[src/rtl/btle_rx_pdu_reporter.sv]
// Reads a decoded PDU out of the phy rx octet RAM and streams it as an HCI event frame.
// Optional macro BTLE_RX_REPORT_CRC_FILTER_EN: suppress (and count) events with a bad CRC.
module btle_rx_pdu_reporter #(
    parameter int         PDU_ADDR_BIT_WIDTH = 6,
    parameter logic [7:0] HCI_PKT_INDICATOR  = 8'h04,
    parameter logic [7:0] HCI_EVENT_CODE     = 8'h3E
) (
    input  logic                          clk,
    input  logic                          rst,
    input  logic                          rpt_enable,
    input  logic                          rx_decode_end,
    input  logic                          rx_crc_ok,
    input  logic [2:0]                    rx_best_phase,
    input  logic [6:0]                    rx_payload_length,
    output logic [PDU_ADDR_BIT_WIDTH-1:0] rx_pdu_octet_mem_addr,
    input  logic [7:0]                    rx_pdu_octet_mem_data,
    output logic [7:0]                    tx_byte,
    output logic                          tx_byte_valid,
    input  logic                          tx_byte_ready,
    output logic                          busy,
    output logic [7:0]                    drop_cnt
);

    localparam int              AW     = PDU_ADDR_BIT_WIDTH;
    localparam logic [8:0]      MAX_N9 = 9'(1 << AW);
    localparam logic [AW:0]     MAX_N  = MAX_N9[AW:0];

    typedef enum logic [2:0] {IDLE, HDR, FETCH, WAIT, SEND} state_t;

    state_t      state, state_nxt;
    logic [1:0]  hdr_idx;
    logic [AW:0] oct_idx;
    logic [AW:0] n_q;
    logic        crc_q;
    logic [2:0]  phase_q;
    logic [7:0]  hold_q;
    logic        send_first;
    logic        event_ok;
    logic        start;
    logic        drop;
    logic        accept;
    logic        last_oct;
    logic [7:0]  len_byte;

    function automatic logic [AW:0] clamp_n(input logic [6:0] plen);
        logic [8:0] raw;
        raw = {2'b00, plen} + 9'd2;
        if (raw > MAX_N9)
            clamp_n = MAX_N;
        else
            clamp_n = raw[AW:0];
    endfunction

    function automatic logic [7:0] sat_inc(input logic [7:0] v);
        sat_inc = (v == 8'hFF) ? v : v + 8'd1;
    endfunction

`ifdef BTLE_RX_REPORT_CRC_FILTER_EN
    assign event_ok = rx_crc_ok;
`else
    assign event_ok = 1'b1;
`endif

    assign busy          = (state != IDLE);
    assign tx_byte_valid = (state == HDR) || (state == SEND);
    assign accept        = tx_byte_valid && tx_byte_ready;
    assign last_oct      = (oct_idx == n_q - 1'b1);
    assign len_byte      = 8'(n_q) + 8'd1;
    assign start         = (state == IDLE) && rpt_enable && rx_decode_end && event_ok;
    // Events arriving while a frame is in flight (including its final accept) are lost.
    assign drop          = rx_decode_end &&
                           (busy || ((state == IDLE) && rpt_enable && !event_ok));

    always_comb begin
        state_nxt = state;
        case (state)
            IDLE:  if (start) state_nxt = HDR;
            HDR:   if (accept && hdr_idx == 2'd3) state_nxt = FETCH;
            FETCH: state_nxt = WAIT;
            WAIT:  state_nxt = SEND;
            SEND:  if (accept) state_nxt = last_oct ? IDLE : FETCH;
            default: state_nxt = IDLE;
        endcase
    end

    // RAM data is live on the first SEND cycle; afterwards the captured copy keeps it stable.
    always_comb begin
        tx_byte = 8'h00;
        case (state)
            HDR: begin
                case (hdr_idx)
                    2'd0:    tx_byte = HCI_PKT_INDICATOR;
                    2'd1:    tx_byte = HCI_EVENT_CODE;
                    2'd2:    tx_byte = len_byte;
                    default: tx_byte = {crc_q, phase_q, 4'b0000};
                endcase
            end
            SEND:    tx_byte = send_first ? rx_pdu_octet_mem_data : hold_q;
            default: tx_byte = 8'h00;
        endcase
    end

    always_ff @(posedge clk) begin
        if (rst) begin
            state                 <= IDLE;
            hdr_idx               <= 2'd0;
            oct_idx               <= '0;
            rx_pdu_octet_mem_addr <= '0;
            send_first            <= 1'b0;
            drop_cnt              <= 8'h00;
        end else begin
            state <= state_nxt;
            if (drop)
                drop_cnt <= sat_inc(drop_cnt);
            case (state)
                IDLE: begin
                    if (start) begin
                        hdr_idx <= 2'd0;
                        oct_idx <= '0;
                    end
                end
                HDR:   if (accept) hdr_idx <= hdr_idx + 1'b1;
                FETCH: rx_pdu_octet_mem_addr <= oct_idx[AW-1:0];
                WAIT:  send_first <= 1'b1;
                SEND: begin
                    send_first <= 1'b0;
                    if (accept)
                        oct_idx <= oct_idx + 1'b1;
                end
                default: ;
            endcase
        end
    end

    always_ff @(posedge clk) begin
        if (start) begin
            crc_q   <= rx_crc_ok;
            phase_q <= rx_best_phase;
            n_q     <= clamp_n(rx_payload_length);
        end
        if (state == SEND && send_first)
            hold_q <= rx_pdu_octet_mem_data;
    end

endmodule
[config.mk]
export PLATFORM = sky130hd
export DESIGN_NAME = btle_rx_pdu_reporter
export DESIGN_NICKNAME = d
export VERILOG_FILES = /design/src/rtl/btle_rx_pdu_reporter.sv
export SDC_FILE = /design/constraint.sdc
export NUM_CORES = 1
export LEC_CHECK = 0
export CAP_MARGIN = 40
export CORE_AREA = 2 2 82 84
export CTS_BUF_LIST = sky130_fd_sc_hd__clkbuf_4
export DETAILED_ROUTE_END_ITERATION = 8
export DIE_AREA = 0 0 84 86
export GPL_ROUTABILITY_DRIVEN = 1
export PLACE_DENSITY = 0.66
export SLEW_MARGIN = 20
export SYNTH_ARGS = -nofsm -noshare
export SYNTH_HDL_FRONTEND = slang
export SYNTH_SLANG_ARGS = --single-unit
[constraint.sdc]
create_clock -name clk -period 2.3 [get_ports clk]
set_clock_uncertainty 0.1 [all_clocks]
set_input_delay 0.46 -clock clk [delete_from_list [all_inputs] [get_ports clk]]
set_output_delay 0.46 -clock clk [all_outputs]
set_load 0.02 [all_outputs]
==> impl_metrics.csv, run 1 <==
group,metric,value,unit
setup_path,crit_end,"tx_byte[2]",
layout,instances_no_fill,416,
timing,max_freq,427,MHz
synth,synth_edf_count,19,
drt,wire_per_inst,13.5,um
setup_path,critPathKind,"reg2out",
layout,finish.utilization,0.559,
placement,preCtsSetupSlack,-0.157,ns
global_route,grt_pass1_wl,9150,um
layout,n_fill_cell,580,
floorplan,initial_utilization,0.421,
synth,netlist_top_cells_count,"nor2_1, dfxtp_1, edfxtp_1, mux2i_1, xor2_1",
synth,synth_flop_cell,"dfxtp_1",
global_route,top_usage_layer,"met2",
outcome,violations,"setup timing",
synth,synth_cell_types,54,
placement,hpwlAfterDp,4320,um
timing,setup_tns,-0.0635,ns
synth,synth_area_leaders,"edfxtp_1, dfxtp_1, mux2i_1",
clock_network,cts_max_level,2,
drt,drc,0,
synth,synthArstFlopShare,0,
global_route,use_met2,0.265,
timing,finalMaxSlewViolations,0,
layout,area_delta_synth_final,32.7,%
synth,yosysSeqAreaShare,0.421,
placement,place_area,0.00336,mm^2
global_route,grtUsageMet1,0.199,
floorplan,core,0.00628,mm^2
layout,diodes,0,
timing,fin_ws,-0.0395,ns
timing,period_share,1.02,
timing,min_period,2.34,ns
floorplan,fp.dieArea,0.00722,mm^2
layout,nets,372,
setup_path,reg2reg_from,"n_q[1]$_SDFFCE_PN0P_",
layout,drive_gt1_frac,0.224,
timing,max_slew_margin,0.721,
synth,synth_seq_cells,46,
setup_path,crit_path_end_kind,"output port",
synth,yosysMostFrequentCell,"nor2_1",
synth,syn_nets,301,
setup_path,reg2reg_setup_slack,0.37,ns
global_route,grt-ovfl-total,0,
floorplan,die_y,86,um
setup_path,worstPathArrival,1.78,ns
setup_path,r2r_cells,9,
timing,whs,0.415,ns
global_route,grt_pass1_vias,2055,
clock_network,cts_tree,"done",
pwr,p_total,1.61,mW
clock_network,insertion_delay,0.36,ns
clock_network,cts_buffers,5,
synth,syn_area_per_cell,9.89,um^2
setup_path,rr_endpoint,"state[1]$_SDFFE_PP0P_",
layout,regArea,0.00111,mm^2
global_route,antenna_found_initial,0,
synth,yosys.area.top_type,"edfxtp_1",
timing,rsz0062_at_grt,"yes",
clock_network,cts.sinks,46,
drt,drt_iter0_markers,181,
global_route,grtUsageTotal,0.157,
synth,netlist_instances,267,
timing,setup_viol,2,
hold_path,min_path_cells,2,
setup_path,startpoint,"n_q[0]$_SDFFCE_PN0P_",
pwr,p_leak,1.27,nW
synth,syn_area,0.00264,mm^2
drt,via_count,2170,
layout,design_area,0.00351,mm^2
layout,multiInputGateArea,0.00150,mm^2
hold_path,hp-class,"reg2reg",
synth,yosysTopAreaCellShare,0.216,
timing,timing.final.hold_violations,0,
flow_run,drv_cap,0,
outcome,status,"complete, but fails checks",
floorplan,num_io_pins,48,
floorplan,rows,29,
setup_path,crit_required,1.74,ns
setup_path,start_kind,"flop",
global_route,grt_use_met3,0.0366,
clock_network,holdBufCountCts,0,
clock_network,clockBufferDepth,2,
timing,worst_pin_slew,0.417,ns
global_route,grt_max_degree,17,
drt,routed_wl,5600,um
drt,drt_pass1_iterations,4,
pwr,power.density,458,mW/mm^2
drt,via_per_inst,5.22,
clock_network,cts-root-buf,"clkbuf_4",
pwr,peakVddDrop,0.308,mV
clock_network,cts.reportedPaths.clkPinSlew,0.14,ns
placement,post-place-cells,407,
placement,numPortBuffers,47,
drt,ant_nets,0,
placement,place_congestion,0.905,
synth,synth_warnings,0,
floorplan,dieWidth,84,um
setup_path,crit_fanout,4,
-- metal layers --
metal	vias up	part of all wire
met3	6	0.034
li1	1101	-
met1	1018	0.47
met2	45	0.48
met5	-	0
met4	0	0.010
-- power breakdown --
part,leakage (nW),total (mW),switching [mW],internal [mW]
Sequential,0.394,0.875,0.0103,0.864
Combinational,0.829,0.231,0.110,0.122
Clock,0.0460,0.501,0.261,0.239
-- sequential cells by signal (all words and copies together) (netlist names) --
name,cells
phase_q,3
rx_pdu_octet_mem_addr,6
hold_q,8
oct_idx,7
send_first,1
drop_cnt,8
state,3
hdr_idx,2
n_q,7
crc_q,1
-- critical path, stage by stage (launching register included) --
cell      delay [ns]
edfxtp_1        0.49
ha_4            0.22
xor2_2          0.16
a211oi_2        0.09
o32ai_2         0.28
buf_4           0.19
-- cell usage in the layout (no fill, tap or decap), types with 3 or more instances in the layout --
cell,count
nor2b_1,3
mux2i_1,16
ha_1,7
nand4_1,4
nand2b_1,3
a21oi_1,7
inv_1,7
and2_1,5
clkdlybuf4s50_1,37
buf_2,3
xor2_1,14
nor4_1,4
a31oi_1,5
buf_4,31
o22ai_1,7
nand3_1,11
nor2_1,32
dfxtp_1,25
o21ai_0,7
xnor2_1,10
clkbuf_4,6
edfxtp_1,19
and3_1,3
nand2_1,13
-- logic make-up after synthesis --
group	count (synthesis)	share of synthesized area
DFF	46	0.421
muxes	17	0.0649
and+or+nand+nor	97	0.196
buffers and inverters	21	0.0398
adders and majority gates	10	0.0474
xor gates and xnor gates	27	0.0966
AOI/OAI and AO/OA	49	0.135
-- worst min-delay path by stage --
stage / to / slack (ns) / start
final: rx_pdu_octet_mem_addr[1]$_SDFFE_PP0P_ / 0.42 / rx_pdu_octet_mem_addr[1]$_SDFFE_PP0P_
after global routing: rx_pdu_octet_mem_addr[0]$_SDFFE_PP0P_ / 0.45 / rx_pdu_octet_mem_addr[0]$_SDFFE_PP0P_
after CTS: rx_pdu_octet_mem_addr[2]$_SDFFE_PP0P_ / 0.42 / rx_pdu_octet_mem_addr[2]$_SDFFE_PP0P_
after detailed placement: rx_pdu_octet_mem_addr[2]$_SDFFE_PP0P_ / 0.39 / rx_pdu_octet_mem_addr[2]$_SDFFE_PP0P_
after global placement: rx_pdu_octet_mem_addr[1]$_SDFFE_PP0P_ / 0.38 / rx_pdu_octet_mem_addr[1]$_SDFFE_PP0P_
after floorplan: oct_idx[1]$_SDFFE_PP0P_ / 0.39 / oct_idx[1]$_SDFFE_PP0P_
-- what timing repair did --
item                       CTS  global route
setup buffers                0             2
pin swaps                    4            12
resized for setup           43            18
setup endpoints to repair   10             9
-- area by class of cell --
| cell class | instances | share of cell area |
|---|---|---|
| Multi-Input combinational cell | 200 | 0.429 |
| Sequential cell | 46 | 0.318 |
| Timing Repair Buffer | 76 | 0.193 |
| Tap cell | 77 | 0.0275 |
| Clock buffer | 6 | 0.0128 |
| Inverter | 9 | 0.0103 |
| Clock inverter | 2 | 0.00964 |
Note: power is estimated with default switching activity, not from simulation.
==> inputs of run 2 (changes only) <==
Settings changed: PLACE_DENSITY 0.66 to 0.68.
==> run 2 against run 1 <==
  * Fmax down 1.0%
  * Register-to-register slack better by 0.02 ns
  * Non-clock buffer count rose by 3
  * Critical path type unchanged
  * The flow still finishes with violations (setup timing)
  * Power decreased by 7.7%
  * Global-route usage rose by 0.074 points
==> impl_metrics.csv, run 2 (synthesis results as in run 1) <==
group,metric,value,unit
global_route,grt_pass1_vias,2028,
clock_network,clockBufferDepth,2,
drt,drc,0,
drt,drt_iter0_markers,137,
pwr,peakVddDrop,0.238,mV
floorplan,fp.dieArea,0.00722,mm^2
setup_path,crit_fanout,3,
clock_network,cts-root-buf,"clkbuf_4",
setup_path,slowest_stage,"edfxtp_1",
pwr,power.density,419,mW/mm^2
timing,worst_pin_slew,0.381,ns
pwr,power_switching,367,uW
timing,min_period,2.36,ns
setup_path,crit_chain,"ha_4 -> xor2_1 -> a211oi_1 -> o32ai_1 -> buf_2",
setup_path,crit_path_end_kind,"output port",
setup_path,crit_family,"flip-flops",
pwr,internal_power,1.12,mW
layout,final_cell_mix,"clkdlybuf4s50_1, buf_4, nor2_1",
hold_path,hp-class,"reg2reg",
setup_path,path_depth,5,
setup_path,reg2reg_setup_slack,0.39,ns
timing,finalMaxSlewViolations,0,
outcome,violations,"setup timing",
floorplan,num_io_pins,48,
timing,rsz0062_at_grt,"yes",
placement,post-place-cells,406,
floorplan,dieWidth,84,um
layout,top_regs,"drop_cnt x8, hold_q x8",
timing,setup_viol,2,
global_route,grt_pass1_wl,9220,um
placement,numPortBuffers,47,
placement,place_congestion,0.853,
timing,fin_ws,-0.0632,ns
timing,max_slew_margin,0.744,
pwr,comb_power_share,0.159,
floorplan,rows,29,
flow_run,drv_cap,0,
pwr,p_total,1.48,mW
layout,diodes,0,
global_route,grt-ovfl-total,0,
clock_network,cts.sinks,46,
clock_network,cts.reportedPaths.clkPinSlew,0.12,ns
hold_path,min_path_cells,2,
global_route,grt_max_degree,17,
clock_network,insertion_delay,0.36,ns
floorplan,die_y,86,um
clock_network,cts_tree,"done",
setup_path,r2r_cells,8,
layout,nets,375,
placement,hpwlAfterDp,4150,um
pwr,switching_share,0.248,
outcome,status,"complete, but fails checks",
drt,ant_nets,0,
layout,final_common_cell,"clkdlybuf4s50_1",
floorplan,core,0.00628,mm^2
layout,area_delta_synth_final,33.9,%
setup_path,crit_required,1.74,ns
clock_network,holdBufCountCts,0,
pwr,seq_power_share,0.590,
drt,drt_pass1_iterations,4,
timing,max_freq,423,MHz
setup_path,crit_buf_inv,1,
layout,drive_gt1_frac,0.249,
placement,place_area,0.00334,mm^2
clock_network,cts_buffers,5,
clock_network,cts_max_level,2,
floorplan,initial_utilization,0.421,
global_route,grtUsageTotal,0.157,
timing,timing.final.hold_violations,0,
timing,period_share,1.03,
setup_path,critPathKind,"reg2out",
pwr,clock_power_share,0.251,
setup_path,worstPathArrival,1.80,ns
layout,instances_no_fill,419,
drt,via_per_inst,5.25,
drt,via_count,2198,
layout,design_area,0.00354,mm^2
global_route,antenna_found_initial,0,
drt,routed_wl,5710,um
setup_path,start_kind,"flop",
setup_path,cp_slowest_stage_delay,0.50,ns
layout,n_fill_cell,569,
pwr,p_leak,1.29,nW
drt,wire_per_inst,13.6,um
[run 2: cell count changes in the layout (fill, tap and decap cells not counted), sizes merged]
cell    before  now
buf         37   40
bufinv       1    0
clkinv       0    1
[run 2: through the flow]
| stage | TNS, ns | utilization | hold slack [ns] | worst slack (ns) |
|---|---|---|---|---|
| finish | -0.0783 | 0.563 | 0.403 | -0.0632 |
| global route | -0.561 | 0.563 | 0.443 | -0.137 |
| CTS | -0.0247 | 0.540 | 0.413 | -0.0140 |
| detailed placement | -0.546 | 0.532 | 0.382 | -0.114 |
| global placement | -0.468 | 0.532 | 0.383 | -0.107 |
| floorplan | 0 | - | 0.393 | 0.177 |
[run 2: routing by layer]
layer	vias up	wire, um	GRT usage
li1	1113	-	-
met1	1020	2670	0.204
met5	-	0	0
met2	56	2680	0.265
met3	9	263	0.0356
met4	0	96	0.0455
[run 2: layout make-up]
| class | count | area (um^2) | share of cell area |
|---|---|---|---|
| Tap cell | 77 | 96.3 | 0.0272 |
| Inverter | 9 | 33.8 | 0.00955 |
| Sequential cell | 46 | 1110 | 0.315 |
| Clock buffer | 6 | 45.0 | 0.0127 |
| Multi-Input combinational cell | 200 | 1540 | 0.436 |
| Timing Repair Buffer | 79 | 697 | 0.197 |
| Clock inverter | 2 | 8.76 | 0.00248 |
[run 2: power groups by stage]
stage | registers [mW] | clock network (mW) | logic (mW)
6_report | 0.876 | 0.372 | 0.236
5_1_grt | 0.877 | 0.430 | 0.256
4_1_cts | 0.874 | 0.388 | 0.219
3_5_place_dp | 0.892 | 0 | 0.218
3_3_place_gp | 0.891 | 0 | 0.217
2_1_floorplan | 0.895 | 0 | 0.112
[run 2: final timing paths]
check,start,endpoint
max,n_q[0]$_SDFFCE_PN0P_,tx_byte[2]
min,rx_pdu_octet_mem_addr[3]$_SDFFE_PP0P_,rx_pdu_octet_mem_addr[3]$_SDFFE_PP0P_
max reg2reg,n_q[1]$_SDFFCE_PN0P_,state[1]$_SDFFE_PP0P_
min reg2reg,rx_pdu_octet_mem_addr[3]$_SDFFE_PP0P_,rx_pdu_octet_mem_addr[3]$_SDFFE_PP0P_
[run 2: tightest hold or removal path: cells and delay by family (launching register included)]
family           cells  cell delay, ns
and+or+nand+nor      1            0.07
DFF                  1            0.34
muxes                1            0.06
[run 2: timing repair]
item                       in CTS  in global routing
pin swaps                       4                 12
setup buffers                   2                  4
setup endpoints to repair      10                  9
resized for setup              44                 27
==> inputs of run 3 (changes only) <==
Settings changed: SKIP_CTS_REPAIR_TIMING from default to 1, SLEW_MARGIN 20 to 30.
==> run 3 against run 2 <==
  * The flow still finishes with violations (setup timing)
  * Worst setup slack improved by 0.055 ns
  * Non-clock buffer count up 3
  * Final cell count grew 0.72%
  * Register-to-register slack about the same
  * Clock power about the same
  * Critical endpoint is now tx_byte[3]
  * Largest cell class unchanged
==> impl_metrics.csv, run 3 (synthesis results as in run 1) <==
group,metric,value,unit
drt,drt_pass1_iterations,4,
timing,timing.final.hold_violations,0,
timing,whs,0.403,ns
floorplan,rows,29,
setup_path,path_depth,7,
layout,top_regs,"drop_cnt x8, hold_q x8",
timing,max_freq,433,MHz
drt,via_count,2191,
clock_network,cts.sinks,46,
outcome,status,"complete, but fails checks",
setup_path,critPathKind,"reg2out",
layout,instances_no_fill,422,
drt,wire_per_inst,13.5,um
placement,place_congestion,0.853,
clock_network,cts-root-buf,"clkbuf_4",
timing,worst_pin_slew,0.381,ns
setup_path,reg2reg_from,"n_q[0]$_SDFFCE_PN0P_",
layout,nets,378,
setup_path,crit_family,"buffers and inverters",
setup_path,crit_end,"tx_byte[3]",
setup_path,crit_chain,"buf_6 -> buf_6 -> nand3_4 -> xnor2_2 -> a21oi_2 -> o22ai_1 -> buf_4",
pwr,power.density,420,mW/mm^2
setup_path,crit_required,1.74,ns
outcome,violations,"setup timing",
setup_path,rr_endpoint,"state[1]$_SDFFE_PP0P_",
floorplan,num_io_pins,48,
pwr,p_total,1.49,mW
timing,fin_ws,-0.00803,ns
timing,finalMaxSlewViolations,0,
floorplan,core,0.00628,mm^2
floorplan,initial_utilization,0.421,
placement,post-place-cells,406,
setup_path,reg2reg_setup_slack,0.38,ns
clock_network,clockBufferDepth,2,
setup_path,startpoint,"n_q[0]$_SDFFCE_PN0P_",
timing,rsz0062_at_grt,"yes",
timing,period_share,1.00,
setup_path,crit_fanout,4,
timing,setup_tns,-0.0126,ns
timing,min_period,2.31,ns
setup_path,worstPathArrival,1.75,ns
global_route,antenna_found_initial,0,
global_route,grt_max_degree,17,
floorplan,die_y,86,um
layout,diodes,0,
clock_network,insertion_delay,0.36,ns
placement,place_area,0.00334,mm^2
floorplan,dieWidth,84,um
setup_path,crit_buf_inv,3,
setup_path,start_kind,"flop",
setup_path,cp_slowest_stage_delay,0.43,ns
layout,drive_gt1_frac,0.252,
drt,drc,0,
pwr,peakVddDrop,0.238,mV
setup_path,crit_path_end_kind,"output port",
placement,hpwlAfterDp,4150,um
drt,via_per_inst,5.19,
drt,ant_nets,0,
setup_path,slowest_stage,"edfxtp_1",
drt,routed_wl,5700,um
hold_path,hp-class,"reg2reg",
timing,max_slew_margin,0.744,
clock_network,cts_buffers,5,
global_route,grt-ovfl-total,0,
layout,area_delta_synth_final,34.2,%
placement,numPortBuffers,47,
clock_network,cts.reportedPaths.clkPinSlew,0.12,ns
timing,setup_viol,2,
clock_network,cts_max_level,2,
global_route,grtUsageTotal,0.156,
layout,final_common_cell,"clkdlybuf4s50_1",
layout,final_cell_mix,"clkdlybuf4s50_1, buf_4, nor2_1",
flow_run,drv_cap,0,
global_route,grt_pass1_vias,2015,
floorplan,fp.dieArea,0.00722,mm^2
drt,drt_iter0_markers,104,
setup_path,timing.critical_path.mode_cell,"buf_6",
layout,design_area,0.00355,mm^2
setup_path,r2r_cells,9,
clock_network,cts_tree,"done",
pwr,p_leak,1.31,nW
global_route,grt_pass1_wl,9130,um
==> run 3: changes by cell type in the layout (fill, tap and decap cells not counted), sizes merged <==
cell / change
buf: +2
dlygate4sd2: -2
dlymetal6s2s: +2
clkbuf: +1
==> run 3: per-stage QoR <==
step                      setup WS [ns]  utilization
final                          -0.00803        0.565
after global routing             -0.127        0.565
after CTS                        -0.508        0.541
after detailed placement         -0.114        0.532
after global placement           -0.107        0.532
after floorplan                   0.177            -
==> run 3: area by class of cell <==
type / count / area, um^2
Multi-Input combinational cell: 200 / 1520
Clock buffer: 6 / 45.0
Inverter: 9 / 36.3
Fill cell: 569 / 2730
Timing Repair Buffer: 82 / 726
Sequential cell: 46 / 1110
Clock inverter: 2 / 8.76
Tap cell: 77 / 96.3
==> run 3: tightest hold or removal path, stage by stage (launching register included) <==
cell and delay, ns:
dfxtp_1 0.34, mux2i_1 0.06, nor2_1 0.07
==> run 3: worst min path at each step <==
stage                                                startpoint                                     to  slack, ns  cells past startpoint
after global routing      rx_pdu_octet_mem_addr[5]$_SDFFE_PP0P_  rx_pdu_octet_mem_addr[5]$_SDFFE_PP0P_       0.44                      2
final                     rx_pdu_octet_mem_addr[3]$_SDFFE_PP0P_  rx_pdu_octet_mem_addr[3]$_SDFFE_PP0P_       0.40                      2
after global placement    rx_pdu_octet_mem_addr[5]$_SDFFE_PP0P_  rx_pdu_octet_mem_addr[5]$_SDFFE_PP0P_       0.38                      2
after floorplan                         oct_idx[1]$_SDFFE_PP0P_                oct_idx[1]$_SDFFE_PP0P_       0.39                      2
after CTS                 rx_pdu_octet_mem_addr[3]$_SDFFE_PP0P_  rx_pdu_octet_mem_addr[3]$_SDFFE_PP0P_       0.41                      2
after detailed placement  rx_pdu_octet_mem_addr[3]$_SDFFE_PP0P_  rx_pdu_octet_mem_addr[3]$_SDFFE_PP0P_       0.38                      2
==> run 3: power breakdown <==
part           internal (mW)  total (mW)  switching (mW)  leakage (nW)
Combinational          0.127       0.241           0.114         0.880
Sequential             0.864       0.874          0.0101         0.394
Clock                  0.128       0.374           0.246        0.0358
==> run 3: metal layers <==
metal | GRT usage | vias to the layer above | part of all wire
met3 | 0.0356 | 7 | 0.049
met1 | 0.202 | 1007 | 0.47
met2 | 0.260 | 61 | 0.47
met4 | 0.0455 | 0 | 0.014
li1 | - | 1116 | -
met5 | 0 | - | 0
